## config.mk

```make
export PLATFORM = sky130hd
export DESIGN_NAME = mod_adder_arbiter
export DESIGN_NICKNAME = d
export VERILOG_FILES = /design/src/rtl/mod_arith_pkg.sv /design/src/rtl/rr_arbiter.sv /design/src/rtl/mod_adder_arbiter.sv
export SDC_FILE = /design/constraint.sdc
export NUM_CORES = 1
export LEC_CHECK = 0
export ABC_AREA = 1
export CELL_PAD_IN_SITES_DETAIL_PLACEMENT = 1
export CELL_PAD_IN_SITES_GLOBAL_PLACEMENT = 2
export CORE_UTILIZATION = 20
export DETAILED_ROUTE_END_ITERATION = 7
export GPL_ROUTABILITY_DRIVEN = 0
export GPL_TIMING_DRIVEN = 0
export PLACE_DENSITY_LB_ADDON = 0.05
export SLEW_MARGIN = 20
export SYNTH_ARGS = -nofsm -noshare
export SYNTH_HDL_FRONTEND = slang
export SYNTH_SLANG_ARGS = --single-unit
```

## constraint.sdc

```tcl
create_clock -name clk_i -period 6.7 [get_ports clk_i]
set_clock_uncertainty 0.15 [all_clocks]
set_input_delay 2.01 -clock clk_i [delete_from_list [all_inputs] [get_ports clk_i]]
set_output_delay 2.01 -clock clk_i [all_outputs]
set_load 0.1 [all_outputs]
```

## src/rtl/mod_arith_pkg.sv

```systemverilog
// rtl/mod_arith_pkg.sv - end-around-carry adder and rotating-priority helpers
package mod_arith_pkg;

   localparam int MAX_W   = 64;
   localparam int MAX_REQ = 16;

   typedef enum logic {
      ST_EMPTY = 1'b0,
      ST_FULL  = 1'b1
   } res_state_e;

   // Operands are below 2**width, so folding the carry back in can never carry again.
   function automatic logic [MAX_W-1:0] mod_add(input logic [MAX_W-1:0] a,
                                                input logic [MAX_W-1:0] b,
                                                input int               width);
      logic [MAX_W:0]   s;
      logic [MAX_W-1:0] mask;
      s    = {1'b0, a} + {1'b0, b};
      mask = (width >= MAX_W) ? '1 : ((MAX_W'(1) << width) - MAX_W'(1));
      return (s[MAX_W-1:0] & mask) + MAX_W'(s[width]);
   endfunction

   // First set bit of req scanning from ptr upward, wrapping at nreq.
   function automatic logic [3:0] rr_pick(input logic [MAX_REQ-1:0] req,
                                          input logic [3:0]         ptr,
                                          input int                 nreq);
      logic [3:0] pick;
      int         j;
      pick = '0;
      for (int k = MAX_REQ - 1; k >= 0; k--) begin
         if (k < nreq) begin
            j = int'(ptr) + k;
            if (j >= nreq) j = j - nreq;
            if (req[j[3:0]]) pick = j[3:0];
         end
      end
      return pick;
   endfunction

endpackage

```

## src/rtl/rr_arbiter.sv

```systemverilog
// rtl/rr_arbiter.sv - round-robin arbiter owning the rotating priority pointer
module rr_arbiter #(
   parameter int NREQ = 4,
   parameter int IDW  = $clog2(NREQ)
) (
   input  logic            clk_i,
   input  logic            rst_i,
   input  logic [NREQ-1:0] req_i,
   input  logic            en_i,
   output logic [NREQ-1:0] gnt_o,
   output logic [IDW-1:0]  gnt_idx_o,
   output logic            gnt_valid_o
);
   import mod_arith_pkg::*;

   logic [IDW-1:0] ptr_q;
   logic [IDW-1:0] ptr_d;

   assign gnt_idx_o   = IDW'(rr_pick(MAX_REQ'(req_i), 4'(ptr_q), NREQ));
   assign gnt_valid_o = en_i && !rst_i && (|req_i);
   assign gnt_o       = gnt_valid_o ? (NREQ'(1) << gnt_idx_o) : '0;

   always_comb begin
      ptr_d = ptr_q;
      if (gnt_valid_o) begin
         ptr_d = (gnt_idx_o == IDW'(NREQ - 1)) ? '0 : gnt_idx_o + 1'b1;
      end
   end

   always_ff @(posedge clk_i) begin
      if (rst_i) begin
         ptr_q <= '0;
      end else begin
         ptr_q <= ptr_d;
      end
   end

endmodule

```

## src/rtl/mod_adder_arbiter.sv

```systemverilog
// rtl/mod_adder_arbiter.sv - shared one's-complement adder with round-robin request arbitration
module mod_adder_arbiter #(
   parameter int WIDTH = 16,
   parameter int NREQ  = 4,
   parameter int IDW   = $clog2(NREQ)
) (
   input  logic                  clk_i,
   input  logic                  rst_i,
   input  logic [NREQ-1:0]       req_valid_i,
   input  logic [NREQ*WIDTH-1:0] req_a_i,
   input  logic [NREQ*WIDTH-1:0] req_b_i,
   output logic [NREQ-1:0]       req_ready_o,
   output logic                  res_valid_o,
   input  logic                  res_ready_i,
   output logic [WIDTH-1:0]      res_data_o,
   output logic [IDW-1:0]        res_id_o
);
   import mod_arith_pkg::*;

   logic [NREQ-1:0]  gnt;
   logic [IDW-1:0]   gnt_idx;
   logic             gnt_valid;
   logic             can_accept;
   logic [WIDTH-1:0] a_sel;
   logic [WIDTH-1:0] b_sel;
   logic [WIDTH-1:0] sum;

   res_state_e       state_q, state_d;
   logic [WIDTH-1:0] res_data_q, res_data_d;
   logic [IDW-1:0]   res_id_q, res_id_d;

   assign can_accept = (state_q == ST_EMPTY) || res_ready_i;

   rr_arbiter #(
      .NREQ (NREQ),
      .IDW  (IDW)
   ) u_arb (
      .clk_i       (clk_i),
      .rst_i       (rst_i),
      .req_i       (req_valid_i),
      .en_i        (can_accept),
      .gnt_o       (gnt),
      .gnt_idx_o   (gnt_idx),
      .gnt_valid_o (gnt_valid)
   );

   assign req_ready_o = gnt;
   assign a_sel       = req_a_i[gnt_idx*WIDTH +: WIDTH];
   assign b_sel       = req_b_i[gnt_idx*WIDTH +: WIDTH];
   assign sum         = WIDTH'(mod_add(MAX_W'(a_sel), MAX_W'(b_sel), WIDTH));

   // A grant on a draining edge overwrites the register directly, so there is no bubble.
   always_comb begin
      state_d    = state_q;
      res_data_d = res_data_q;
      res_id_d   = res_id_q;
      if (gnt_valid) begin
         state_d    = ST_FULL;
         res_data_d = sum;
         res_id_d   = gnt_idx;
      end else if (state_q == ST_FULL && res_ready_i) begin
         state_d = ST_EMPTY;
      end
   end

   always_ff @(posedge clk_i) begin
      if (rst_i) begin
         state_q    <= ST_EMPTY;
         res_data_q <= '0;
         res_id_q   <= '0;
      end else begin
         state_q    <= state_d;
         res_data_q <= res_data_d;
         res_id_q   <= res_id_d;
      end
   end

   assign res_valid_o = (state_q == ST_FULL);
   assign res_data_o  = res_data_q;
   assign res_id_o    = res_id_q;

endmodule
```

==> flow_metrics.py <==
metrics = {
    "status": {
        "status": "finished clean",
    },
    "detailed_routing": {
        "ant_nets": 0,
        "vias_per_cell": 4.46,
        "drt_wl_total_mm": 16.5,
        "drc": 0,
        "first_pass_iters": 4,
        "vias": 5030,
        "drt_iter0_markers": 134,
        "wire_per_inst_um": 14.6,
    },
    "sta": {
        "hold_violations": 0,
        "fmax_mhz": 153,
        "worst_pin_slew_ps": 977,
        "slew_violations": 0,
        "slew_headroom": 0.347,
        "whs_ps": 323,
        "finalCritPeriodShare": 0.973,
        "fin_crit_ps": 6520,
        "setup_viol": 0,
    },
    "critical_path": {
        "cp.required_ps": 4540,
        "rr_endpoint": "res_data_o[14]$_SDFFE_PP0P_",
        "cp_data_arrival_time_ps": 4360,
        "rrSetupSlack_ps": 1530,
        "critPathCapture": "req_ready_o[0]",
        "r2r_start": "u_arb.ptr_q[0]$_SDFFE_PP0P_",
        "critPathLaunchType": "primary input",
        "rr_worst_depth": 38,
        "startpoint": "req_valid_i[1]",
        "path_class": "in -> out",
        "end_kind": "output pin",
        "worstPathMaxFanout": 11,
    },
    "cells_and_area": {
        "area_delta_synth_final_pct": 60.5,
        "antenna_cells": 0,
        "nNetsFinal": 1063,
        "drive_above_1_share": 0.108,
    },
    "yosys": {
        "synth_seq_area_share": 0.111,
        "synth_nets": 890,
        "postSynthAreaPerCell_um2": 5.20,
        "yosysUniqueCellTypes": 36,
        "synth-seq-cells": 21,
        "synthesis.instances": 727,
        "ys_warn_count": 0,
        "synth_area_um2": 3780,
    },
    "global_routing": {
        "grt.total_usage": 0.172,
        "grt_overflow": 0,
        "grt_antenna_before_repair": 0,
        "grt_max_degree": 12,
        "grt_pass1_vias": 5442,
        "grt_first_pass_wirelength_mm": 27.1,
    },
    "clock_tree": {
        "cts_tree": "yes",
        "clock_latency_ps": 260,
        "cts_sinks": 21,
        "root_buffer": "clkbuf_16",
        "clockBufferDepth": 2,
        "clk_transition_reported_paths_ps": 60,
        "numCtsBuffers": 3,
        "htree_levels": 1,
    },
    "hold_path": {
        "min_from": "res_data_o[14]$_SDFFE_PP0P_",
        "hold_class": "reg -> reg",
    },
    "floorplanning": {
        "coreArea_um2": 18200,
        "die_area_um2": 19400,
        "num_io_pins": 158,
        "start_util": 0.208,
        "die_w_um": 139,
        "die_h_um": 139,
        "num_rows": 49,
    },
    "place": {
        "place_hpwl_mm": 14.3,
        "io_buffers": 157,
    },
    "flow_run": {
        "drv_cap": 0,
    },
}
## worst max-delay path, cell delays in order
cell	delay [ps]
clkdlybuf4s50_1	480
inv_1	70
o21ai_1	120
inv_1	90
a21oi_2	160
inv_2	60
nand2_1	90
nand3_2	130
nand2_4	140
buf_6	140
buf_6	150
ha_1	160
inv_1	40
nor2_1	90
buf_2	440
## cell type report
type	count	area, um2
timing repair buffer	168	1670
tap	229	287
clock buffer	4	78.8
sequential	21	420
inverter	118	448
buffer	32	259
fill	2380	12100
multi-input combinational	556	2900
## placed cells by master, fill, tap and decap left out, types with 12 or more instances in the layout
master and n:
buf_4 15, nand2_1 262, nand3_1 148, o21ai_0 13, clkdlybuf4s50_1 151, ha_1 15
inv_1 107, dfxtp_1 21, a21oi_1 15, nand2_2 12, nor2_1 28
## registers in the layout, indices dropped and copies added, names as in the netlist
name,cells
u_arb.ptr_q,2
res_data_o,16
res_valid_o,1
res_id_o,2
## how the worst min path moves through the flow
stage,to,depth (start not counted)
3_5_place_dp,res_data_o[4]$_SDFFE_PP0P_,2
2_1_floorplan,u_arb.ptr_q[1]$_SDFFE_PP0P_,2
3_3_place_gp,res_data_o[7]$_SDFFE_PP0P_,2
4_1_cts,res_data_o[4]$_SDFFE_PP0P_,2
5_1_grt,res_data_o[14]$_SDFFE_PP0P_,2
6_report,res_data_o[14]$_SDFFE_PP0P_,2
## per-stage QoR
| step | setup WS, ps | instances | util | area [um2] | setup TNS [ps] |
|---|---|---|---|---|---|
| 2_1_floorplan | 107 | 727 | - | 3780 | 0 |
| 3_3_place_gp | -712 | 1113 | 0.310 | 5640 | -5730 |
| 3_5_place_dp | -726 | 1113 | 0.310 | 5640 | -6800 |
| 4_1_cts | 0.0138 | 1120 | 0.319 | 5800 | 0 |
| 5_1_grt | -32.3 | 1128 | 0.333 | 6060 | -84.0 |
| 6_report | 184 | 1128 | 0.333 | 6060 | 0 |
## repair_timing
action,CTS,global route
gates resized for setup,42,53
pin swaps,3,18
buffers inserted,3,8
hold buffers,0,0
endpoints found under the setup margin,12,13
## kinds of logic (layout without fill, tap and decap cells)
logic type | count (synthesis) | after routing | share of synthesized area
fa+ha+maj | 28 | 28 | 0.0947
compound gates | 46 | 46 | 0.0682
simple gates | 480 | 480 | 0.548
flops | 21 | 21 | 0.111
xor+xnor | 2 | 2 | 0.00861
buf+inv | 150 | 322 | 0.169
## cell usage after synthesis, drive strengths merged
cell type,n,area [um2]
nor2,34,140
o21a,1,7.51
a21oi,17,88.8
and2,3,18.8
ha,27,338
dfxtp,21,420
o21bai,2,15.0
xor2,1,16.3
nor3,3,15.0
a21o,2,15.0
a31oi,1,6.26
clkbuf,6,22.5
clkinv,2,7.51
o31ai,2,15.0
nand3b,1,7.51
o21ai,20,104
nand4,8,50.1
buf,26,173
o22ai,1,6.26
nor4,1,6.26
or2,2,12.5
xnor2,1,16.3
nand2,276,1050
nand3,152,771
inv,116,435
fa,1,20.0
## routing by layer
layer  track usage  vias to the layer above  wire [um]
li1              -                     2633          -
met1         0.210                     2275       7460
met2         0.323                      111       8220
met3        0.0179                       11        611
met4        0.0368                        0        178
met5             0                        -          0
Power is left out: the tool's default activity adds up to more than one toggle a clock period on the data nets, which glitch-free logic cannot reach.
